## config.mk

```make
export PLATFORM = sky130hd
export DESIGN_NAME = i2c_byte_master_flat
export DESIGN_NICKNAME = d
export VERILOG_FILES = /design/src/rtl/i2c_byte_master_if.sv /design/src/rtl/i2c_byte_master.sv /design/src/flat_wrapper.sv
export SDC_FILE = /design/constraint.sdc
export NUM_CORES = 1
export LEC_CHECK = 0
export ABC_AREA = 1
export CORE_UTILIZATION = 54
export CTS_CLUSTER_DIAMETER = 40
export DETAILED_ROUTE_END_ITERATION = 6
export MAX_ROUTING_LAYER = met4
export PLACE_DENSITY = 0.79
export SETUP_SLACK_MARGIN = 0.2
export SLEW_MARGIN = 20
export SYNTH_ARGS = -nofsm -noshare
export SYNTH_HDL_FRONTEND = slang
export SYNTH_SLANG_ARGS = --single-unit
```

## constraint.sdc

```tcl
create_clock -name clk -period 2.2 [get_ports clk]
set_input_delay 0.55 -clock clk [delete_from_list [all_inputs] [get_ports clk]]
set_output_delay 0.55 -clock clk [all_outputs]
set_load 0.02 [all_outputs]
```

## src/rtl/i2c_byte_master_if.sv

```systemverilog
// Command, status and pad-side signals of the single-byte I2C master.
// The master modport is the controller's view; slave is the user/pad-ring side.
interface i2c_byte_master_if;
  logic       start;
  logic [6:0] dev_addr;
  logic       rw;
  logic [7:0] wdata;
  logic       sda_in;
  logic       scl_in;
  logic       sda_out;
  logic       scl_out;
  logic       busy;
  logic       done;
  logic [7:0] rdata;
  logic       ack_error;

  modport master (
    input  start, dev_addr, rw, wdata, sda_in, scl_in,
    output sda_out, scl_out, busy, done, rdata, ack_error
  );

  modport slave (
    output start, dev_addr, rw, wdata, sda_in, scl_in,
    input  sda_out, scl_out, busy, done, rdata, ack_error
  );
endinterface

```

## src/rtl/i2c_byte_master.sv

```systemverilog
// Single-byte I2C master: START, address+R/W, one data byte, STOP per command.
// Bit slots are four CLK_DIV-cycle quarters; q2 honours slave clock stretching.
module i2c_byte_master #(
  parameter int unsigned CLK_DIV = 64
) (
  input logic                  clk,
  input logic                  rst,
  i2c_byte_master_if.master    io_bus
);

  localparam int unsigned    CW      = $clog2(CLK_DIV);
  localparam logic [CW-1:0]  CntLast = CW'(CLK_DIV - 1);

  typedef enum logic [2:0] {
    StIdle, StStart, StAddr, StAack, StData, StDack, StStop, StDone
  } state_e;

  state_e        r_state, w_state_d;
  logic [CW-1:0] r_cnt, w_cnt_d;
  logic [1:0]    r_q, w_q_d;
  logic [2:0]    r_bit, w_bit_d;
  logic [7:0]    r_shift, w_shift_d;
  logic [7:0]    r_wdata, w_wdata_d;
  logic          r_rw, w_rw_d;
  logic          r_ack_error, w_ack_error_d;
  logic [7:0]    r_rdata, w_rdata_d;
  logic          r_sda_meta, r_sda_sync, r_scl_meta, r_scl_sync;
  logic          r_sda_out, w_sda_d, r_scl_out, w_scl_d;
  logic          w_adv, w_qend, w_sample, w_slot_end;

  always_ff @(posedge clk or posedge rst) begin
    if (rst) begin
      r_state     <= StIdle;
      r_cnt       <= '0;
      r_q         <= 2'd0;
      r_bit       <= 3'd0;
      r_shift     <= 8'h00;
      r_wdata     <= 8'h00;
      r_rw        <= 1'b0;
      r_ack_error <= 1'b0;
      r_rdata     <= 8'h00;
      r_sda_meta  <= 1'b1;
      r_sda_sync  <= 1'b1;
      r_scl_meta  <= 1'b1;
      r_scl_sync  <= 1'b1;
      r_sda_out   <= 1'b1;
      r_scl_out   <= 1'b1;
    end else begin
      r_state     <= w_state_d;
      r_cnt       <= w_cnt_d;
      r_q         <= w_q_d;
      r_bit       <= w_bit_d;
      r_shift     <= w_shift_d;
      r_wdata     <= w_wdata_d;
      r_rw        <= w_rw_d;
      r_ack_error <= w_ack_error_d;
      r_rdata     <= w_rdata_d;
      r_sda_meta  <= io_bus.sda_in;
      r_sda_sync  <= r_sda_meta;
      r_scl_meta  <= io_bus.scl_in;
      r_scl_sync  <= r_scl_meta;
      r_sda_out   <= w_sda_d;
      r_scl_out   <= w_scl_d;
    end
  end

  always_comb begin
    w_state_d     = r_state;
    w_cnt_d       = r_cnt;
    w_q_d         = r_q;
    w_bit_d       = r_bit;
    w_shift_d     = r_shift;
    w_wdata_d     = r_wdata;
    w_rw_d        = r_rw;
    w_ack_error_d = r_ack_error;
    w_rdata_d     = r_rdata;

    // The first two q2 cycles cover the synchronizer lag after SCL release;
    // from then on q2 stalls while the slave holds SCL low.
    w_adv      = !((r_q == 2'd2) && (r_cnt >= CW'(2)) && !r_scl_sync);
    w_qend     = w_adv && (r_cnt == CntLast);
    w_sample   = w_qend && (r_q == 2'd2);
    w_slot_end = w_qend && (r_q == 2'd3);

    if ((r_state != StIdle) && (r_state != StDone) && w_adv) begin
      w_cnt_d = w_qend ? '0 : r_cnt + CW'(1);
      if (w_qend) w_q_d = r_q + 2'd1;
    end

    unique case (r_state)
      StIdle: begin
        if (io_bus.start) begin
          w_shift_d     = {io_bus.dev_addr, io_bus.rw};
          w_wdata_d     = io_bus.wdata;
          w_rw_d        = io_bus.rw;
          w_ack_error_d = 1'b0;
          w_cnt_d       = '0;
          w_q_d         = 2'd0;
          w_state_d     = StStart;
        end
      end
      StStart: begin
        if (w_slot_end) begin
          w_bit_d   = 3'd7;
          w_state_d = StAddr;
        end
      end
      StAddr: begin
        if (w_slot_end) begin
          w_shift_d = {r_shift[6:0], 1'b1};
          if (r_bit == 3'd0) w_state_d = StAack;
          else               w_bit_d   = r_bit - 3'd1;
        end
      end
      StAack: begin
        if (w_sample && r_sda_sync) w_ack_error_d = 1'b1;
        if (w_slot_end) begin
          w_shift_d = r_wdata;
          w_bit_d   = 3'd7;
          w_state_d = r_ack_error ? StStop : StData;
        end
      end
      StData: begin
        if (w_sample && r_rw) w_shift_d = {r_shift[6:0], r_sda_sync};
        if (w_slot_end) begin
          if (!r_rw) w_shift_d = {r_shift[6:0], 1'b1};
          if (r_bit == 3'd0) w_state_d = StDack;
          else               w_bit_d   = r_bit - 3'd1;
        end
      end
      StDack: begin
        if (w_sample && !r_rw && r_sda_sync) w_ack_error_d = 1'b1;
        if (w_slot_end) begin
          if (r_rw) w_rdata_d = r_shift;
          w_state_d = StStop;
        end
      end
      StStop: begin
        if (w_slot_end) w_state_d = StDone;
      end
      StDone: begin
        w_state_d = StIdle;
      end
    endcase

    // Line drive is decoded from next state so the pads come straight off flops.
    w_scl_d = 1'b1;
    w_sda_d = 1'b1;
    unique case (w_state_d)
      StStart: w_sda_d = !w_q_d[1];
      StAddr: begin
        w_scl_d = w_q_d[1];
        w_sda_d = w_shift_d[7];
      end
      StAack, StDack: w_scl_d = w_q_d[1];
      StData: begin
        w_scl_d = w_q_d[1];
        w_sda_d = w_rw_d | w_shift_d[7];
      end
      StStop: begin
        w_scl_d = (w_q_d != 2'd0);
        w_sda_d = (w_q_d == 2'd3);
      end
      StIdle, StDone: ;
    endcase
  end

  assign io_bus.sda_out   = r_sda_out;
  assign io_bus.scl_out   = r_scl_out;
  assign io_bus.busy      = (r_state != StIdle) && (r_state != StDone);
  assign io_bus.done      = (r_state == StDone);
  assign io_bus.rdata     = r_rdata;
  assign io_bus.ack_error = r_ack_error;

endmodule
```

## src/flat_wrapper.sv

```systemverilog
// flat-port wrapper written by rule: the top's interface ports become plain ports
module i2c_byte_master_flat 
#(
  parameter int unsigned CLK_DIV = 64
)
  (clk, rst, io_bus_start, io_bus_dev_addr, io_bus_rw, io_bus_wdata, io_bus_sda_in, io_bus_scl_in, io_bus_sda_out, io_bus_scl_out, io_bus_busy, io_bus_done, io_bus_rdata, io_bus_ack_error);
  i2c_byte_master_if io_bus_i ();
  input logic clk;
  input logic rst;
  input wire logic [$bits(io_bus_i.start)-1:0] io_bus_start;
  input wire logic [$bits(io_bus_i.dev_addr)-1:0] io_bus_dev_addr;
  input wire logic [$bits(io_bus_i.rw)-1:0] io_bus_rw;
  input wire logic [$bits(io_bus_i.wdata)-1:0] io_bus_wdata;
  input wire logic [$bits(io_bus_i.sda_in)-1:0] io_bus_sda_in;
  input wire logic [$bits(io_bus_i.scl_in)-1:0] io_bus_scl_in;
  output wire logic [$bits(io_bus_i.sda_out)-1:0] io_bus_sda_out;
  output wire logic [$bits(io_bus_i.scl_out)-1:0] io_bus_scl_out;
  output wire logic [$bits(io_bus_i.busy)-1:0] io_bus_busy;
  output wire logic [$bits(io_bus_i.done)-1:0] io_bus_done;
  output wire logic [$bits(io_bus_i.rdata)-1:0] io_bus_rdata;
  output wire logic [$bits(io_bus_i.ack_error)-1:0] io_bus_ack_error;
  assign io_bus_i.start = io_bus_start;
  assign io_bus_i.dev_addr = io_bus_dev_addr;
  assign io_bus_i.rw = io_bus_rw;
  assign io_bus_i.wdata = io_bus_wdata;
  assign io_bus_i.sda_in = io_bus_sda_in;
  assign io_bus_i.scl_in = io_bus_scl_in;
  assign io_bus_sda_out = io_bus_i.sda_out;
  assign io_bus_scl_out = io_bus_i.scl_out;
  assign io_bus_busy = io_bus_i.busy;
  assign io_bus_done = io_bus_i.done;
  assign io_bus_rdata = io_bus_i.rdata;
  assign io_bus_ack_error = io_bus_i.ack_error;
  i2c_byte_master #(.CLK_DIV(CLK_DIV)) u_core (.clk(clk), .rst(rst), .io_bus(io_bus_i));
endmodule
```

# ---- Yosys cells after proc, flatten, opt, wreduce, memory -nomap -nowiden
# Index checks and enable logic that the tools add are counted.
dict set report word_totals {
  reg_bits 46
  out_inout_bits 13
  word_cells 115
}
dict set report classes {
  add_sub_neg 3
  order_cmp 1
  eq_ne 26
  n_mux 38
  bitwise_logic 1
  reduce_logical 30
}
# operator count
set ops {}
lappend ops {{$mux 8} 6}
lappend ops {{$mux 3} 12}
lappend ops {{$pmux 8 s4} 1}
lappend ops {{$mux 6} 4}
lappend ops {{$pmux 3 s8} 1}
lappend ops {{$eq 3x3->1 const B} 7}
lappend ops {{$eq 3x2->1 const B} 4}
lappend ops {{$ne 2x1->1 const B} 6}
lappend ops {{$reduce_and 4->1} 3}
lappend ops {{$logic_and 1x1->1} 11}
lappend ops {{$mux 2} 5}
lappend ops {{$add 6x1->6 const B} 1}
lappend ops {{$eq 2x2->1 const B} 3}
lappend ops {{$eq 3x1->1 const B} 2}
lappend ops {{$eq 6x6->1 const B} 1}
lappend ops {{$ge 6x2->1 const B} 1}
lappend ops {{$logic_not 3->1} 2}
lappend ops {{$pmux 3 s2} 1}
lappend ops {{$reduce_bool 3->1} 2}
lappend ops {{$mux 1} 5}
lappend ops {{$logic_not 1->1} 4}
lappend ops {{$ne 2x2->1 const B} 2}
lappend ops {{$pmux 1 s4} 1}
lappend ops {{$reduce_bool 2->1} 2}
lappend ops {{other kinds (11)} 12}

# ---- Logic depth before layout (Yosys ltp)
dict set report logic_depth {
  depth_word 13
  mapped_depth 16
  ltp_nobuf 16
}

# ---- Worst setup path before layout
# OpenSTA, ideal clock, no wires.
dict set report synth_path {
  path_type {flip-flop to flip-flop}
  from {register u_core.r_cnt[0]}
  to {register u_core.r_sda_out (netlist: u_core.io_bus.sda_out)}
  setup_time_ns 0.083
  arrival_ns 1.673
  required_time_ns 2.117
  path_slack_ns 0.444
  path_stages_with_launch 17
  period_less_slack_ns 1.756
  cell_sequence {dfrtp_1 -> inv_1 -> ha_1 -> nor2_1 -> nand3_1 -> nand2_2 -> nand3_4 -> inv_4 -> nand2_2 -> nand2_2 -> inv_2 -> nand3_2 -> inv_2 -> nand2_1 -> nand2_1 -> nor2_1 -> nand3_1}
}
# item line
set synth_rtl {}
lappend synth_rtl {{start, declared} i2c_byte_master.sv:19} ;# logic [CW-1:0] r_cnt, w_cnt_d;
lappend synth_rtl {{start signal, assigned} i2c_byte_master.sv:50} ;# r_cnt <= w_cnt_d;
lappend synth_rtl {{$ge 6x2->1} i2c_byte_master.sv:80} ;# w_adv = !((r_q == 2'd2) && (r_cnt >= CW'(2)) && !r_scl_sync);
lappend synth_rtl {{$logic_and 1x1->1 (2 in a row)} i2c_byte_master.sv:80}
lappend synth_rtl {{$logic_not 1->1} i2c_byte_master.sv:80}
lappend synth_rtl {{$logic_and 1x1->1 *} i2c_byte_master.sv:81} ;# w_qend = w_adv && (r_cnt == CntLast);
lappend synth_rtl {{$logic_and 1x1->1 *} i2c_byte_master.sv:83} ;# w_slot_end = w_qend && (r_q == 2'd3);
lappend synth_rtl {{$mux 3 (tied with other cells)} i2c_byte_master.sv:139} ;# if (w_slot_end) w_state_d = StDone;
lappend synth_rtl {{$pmux 3 s8 *} i2c_byte_master.sv:90} ;# unique case (r_state)
lappend synth_rtl {{net u_core.w_state_d[2]} i2c_byte_master.sv:18} ;# state_e r_state, w_state_d;
lappend synth_rtl {{$eq 3x3->1 (tied with other cells)} i2c_byte_master.sv:149} ;# unique case (w_state_d)
lappend synth_rtl {{$pmux 1 s4 *} i2c_byte_master.sv:149}
lappend synth_rtl {{net u_core.w_sda_d} i2c_byte_master.sv:28} ;# logic r_sda_out, w_sda_d, r_scl_out, w_scl_d;
lappend synth_rtl {{end signal, assigned} i2c_byte_master.sv:62} ;# r_sda_out <= w_sda_d;
lappend synth_rtl {{end, declared} i2c_byte_master.sv:28}
# Mark *: on every way through the listed nets, which the timed path passes. The rest lies on a longest branch. The select of a mux whose other input is x is not followed.
# A chain may end at the register's enable or synchronous reset.

# ---- Worst setup path in the final report
dict set report layout_path {
  from {register u_core.r_cnt[1]}
  to {register u_core.r_sda_out (netlist: u_core.io_bus.sda_out)}
}
# Same word-level chain as after synthesis.

==> flow_metrics.env <==
export IMPL_place_area_sq_mm=0.00285
export IMPL_synth_main_ff_cell="dfrtp_1"
export IMPL_coreArea_sq_mm=0.00414
export IMPL_cp_max_fo=7
export IMPL_viasPerCell=5.35
export IMPL_syn_num_nets=311
export IMPL_routed_wl_mm=5.30
export IMPL_r2r_start="u_core.r_cnt[1]"
export IMPL_status="completed"
export IMPL_ys_types=35
export IMPL_numCtsBuffers=5
export IMPL_place_hpwl_mm=3.78
export IMPL_internal_power_mw=1.12
export IMPL_synthArstFlopShare=1.00
export IMPL_gp_congestion=0.890
export IMPL_min_period_ps=1960
export IMPL_drt_iter0_drc=179
export IMPL_swShare=0.222
export IMPL_dieArea_sq_mm=0.00476
export IMPL_power_frac_comb=0.046
export IMPL_route_top_layer_used="met4"
export IMPL_power_density_mw_per_mm2=470
export IMPL_portBuffers=33
export IMPL_setup_ws_ps=241
export IMPL_wl_met1_mm=2.43
export IMPL_hold_buffers=0
export IMPL_timing_fmax_mhz=510
export IMPL_worst_slew_margin_rel=0.751
export IMPL_clkPwrFrac=0.352
export IMPL_slowest_stage="dfrtp_1"
export IMPL_drcViolationCount=0
export IMPL_power_mw=1.44
export IMPL_drv_cap=0
export IMPL_yosys_warnings=0
export IMPL_tightest_slew_ps=372
export IMPL_startpoint="u_core.r_cnt[1]"
export IMPL_fin_skew_ps=8.82
export IMPL_die_y_um=69.0
export IMPL_cp_end_kind="register"
export IMPL_area_sequential_sq_mm=0.00116
export IMPL_path_cells="ha_2 -> nand3_2 -> nor2_8 -> nand3_4 -> nand2_2 -> nand2_1 -> o21ai_4 -> nand2_2 -> nor3_2 -> nand2_1 -> nand3_1"
export IMPL_die_w_um=69.0
export IMPL_multi_input_area_sq_mm=0.00115
export IMPL_crit_buf_inv=0
export IMPL_grt_use_total=0.245
export IMPL_worstPathRequired_ps=2440
export IMPL_num_antenna_cells=0
export IMPL_rsz0062_at_grt="yes"
export IMPL_grt_max_degree=47
export IMPL_setup_violations=0
export IMPL_fill_cells=323
export IMPL_wire_per_inst_um=13.8
export IMPL_area_growth_pct=26.6
export IMPL_fin_tns_setup_ps=0
export IMPL_htree_levels=2
export IMPL_start_util=0.585
export IMPL_cts_sinks=46
export IMPL_cp_top_family="simple AND/OR/NAND/NOR gates"
export IMPL_fin_nets=360
export IMPL_drt_pass1_iterations=4
export IMPL_overflow=0
export IMPL_antenna_found_initial=0
export IMPL_start_kind="register"
export IMPL_p_seq_frac=0.602
export IMPL_wl_met3_um=226
export IMPL_grt_pass1_vias=1762
export IMPL_pre_cts_slack_ps=197
export IMPL_rows=23
export IMPL_hp_start="u_core.r_scl_meta"
export IMPL_synth_area_sq_mm=0.00242
export IMPL_syn_avg_cell_area_sq_um=8.53
export IMPL_ys_seq_elements=46
export IMPL_hp_class="register to register"
export IMPL_drive_gt1_frac=0.237
export IMPL_final_design_area_no_fill_sq_mm=0.00307
export IMPL_routed_via_count=2054
export IMPL_cpPeakStageDelay_ps=440
export IMPL_met2_length_mm=2.53
export IMPL_grt_first_pass_wirelength_mm=8.18
export IMPL_io_pins=34
export IMPL_clk_latency_ps=300
export IMPL_post_route_period_util=0.891
export IMPL_synth_edff_count=0
export IMPL_arrival_ps=2200
export IMPL_ir_worst_vdd_mv=0.357
export IMPL_root_buffer="clkbuf_8"
export IMPL_synth_cells=284
export IMPL_hold_violations=0
export IMPL_p_leak_nw=1.41
export IMPL_cts_tree="built"
export IMPL_ys_seq_area_frac=0.478
export IMPL_drtAntennaViolNets=0
export IMPL_fin_hold_ws_ps=360
export IMPL_crit_type="register to register"
export IMPL_clk_pin_slew_ps=90
export IMPL_clockBufferDepth=2
export IMPL_p_sw_uw=320
export IMPL_finalMaxSlewViolations=0
[synthesized netlist by cell type (8+ instances only)]
| cell type | n | area, sq um |
|---|---|---|
| nand3_1 | 13 | 65.1 |
| inv_1 | 32 | 120 |
| nand4_1 | 8 | 50.1 |
| nor2_1 | 18 | 67.6 |
| dfrtp_1 | 40 | 1000 |
| inv_2 | 9 | 33.8 |
| nand2_1 | 75 | 282 |
| o21ai_0 | 17 | 85.1 |
[power groups by stage]
stage / clock network [mW] / registers (mW) / logic (mW)
floorplan: 0 / 0.881 / 0.0206
global placement: 0 / 0.884 / 0.0670
detailed placement: 0 / 0.884 / 0.0677
CTS: 0.520 / 0.868 / 0.0678
global route: 0.552 / 0.870 / 0.0743
finish: 0.508 / 0.869 / 0.0659
[sequential cells by signal, summed over array words and instances (netlist names), 2 cells and up]
| name | flops |
|---|---|
| u_core.r_q | 2 |
| u_core.r_wdata | 8 |
| u_core.r_cnt | 6 |
| u_core.io_bus.rdata | 8 |
| u_core.r_bit | 3 |
| u_core.r_state | 3 |
| u_core.r_shift | 8 |
[logic make-up after synthesis]
| logic type | after synthesis | share of synthesized area |
|---|---|---|
| buffers and inverters | 47 | 0.0775 |
| DFF | 46 | 0.478 |
| AOI/OAI and AO/OA | 45 | 0.120 |
| adders and majority gates | 6 | 0.0310 |
| muxes | 1 | 0.00465 |
| and+or+nand+nor | 139 | 0.289 |
[metal layers]
metal | up-vias | track usage
met5 | - | -
met4 | 0 | 0.0867
met3 | 15 | 0.0510
met2 | 57 | 0.359
met1 | 954 | 0.333
li1 | 1028 | -
[final timing paths]
check                                    endpoint  slack [ps]  cells after the start
setup / recovery            u_core.io_bus.sda_out         240                     11
hold / removal                  u_core.r_scl_sync         360                      0
setup reg to reg            u_core.io_bus.sda_out         240                     11
hold reg to reg                 u_core.r_scl_sync         360                      0
max in group asynchronous   u_core.io_bus.scl_out        1340                      3
min in group asynchronous  u_core.io_bus.rdata[1]         580                      3
[layout make-up]
cell class,instances,share of cell area
flip-flops and latches,46,0.379
multi-input cells,191,0.375
repair buffers,46,0.142
inverters,43,0.0559
clock buffers,6,0.0237
well taps,50,0.0204
clock inverters,2,0.00449
[placed cells by master, fill, tap and decap left out, drive strengths merged, types with 7 or more instances in the layout]
cell / n
clkbuf: 7
o21ai: 21
buf: 13
nand3: 17
nor2: 24
nand4: 8
inv: 42
clkdlybuf4s50: 30
nand2: 85
dfrtp: 40
[what timing repair did]
item,in CTS,in global routing
endpoints found under the hold margin,0,0
endpoints found under the setup margin,3,21
setup buffers,0,8
cloned,0,0
pin swaps,0,8
resized for setup,4,25
[worst reg2reg max path, stage by stage (launching register included)]
cell and delay [ps]:
dfrtp_1 440, ha_2 250, nand3_2 130, nor2_8 180, nand3_4 150, nand2_2 120, nand2_1 90, o21ai_4 100
nand2_2 120, nor3_2 170, nand2_1 70, nand3_1 70
[stage by stage]
| stage | cells | utilization |
|---|---|---|
| floorplan | 284 | - |
| global placement | 368 | 0.687 |
| detailed placement | 368 | 0.687 |
| CTS | 376 | 0.709 |
| global route | 384 | 0.740 |
| finish | 384 | 0.740 |
Power figures use the tool's default switching activity.
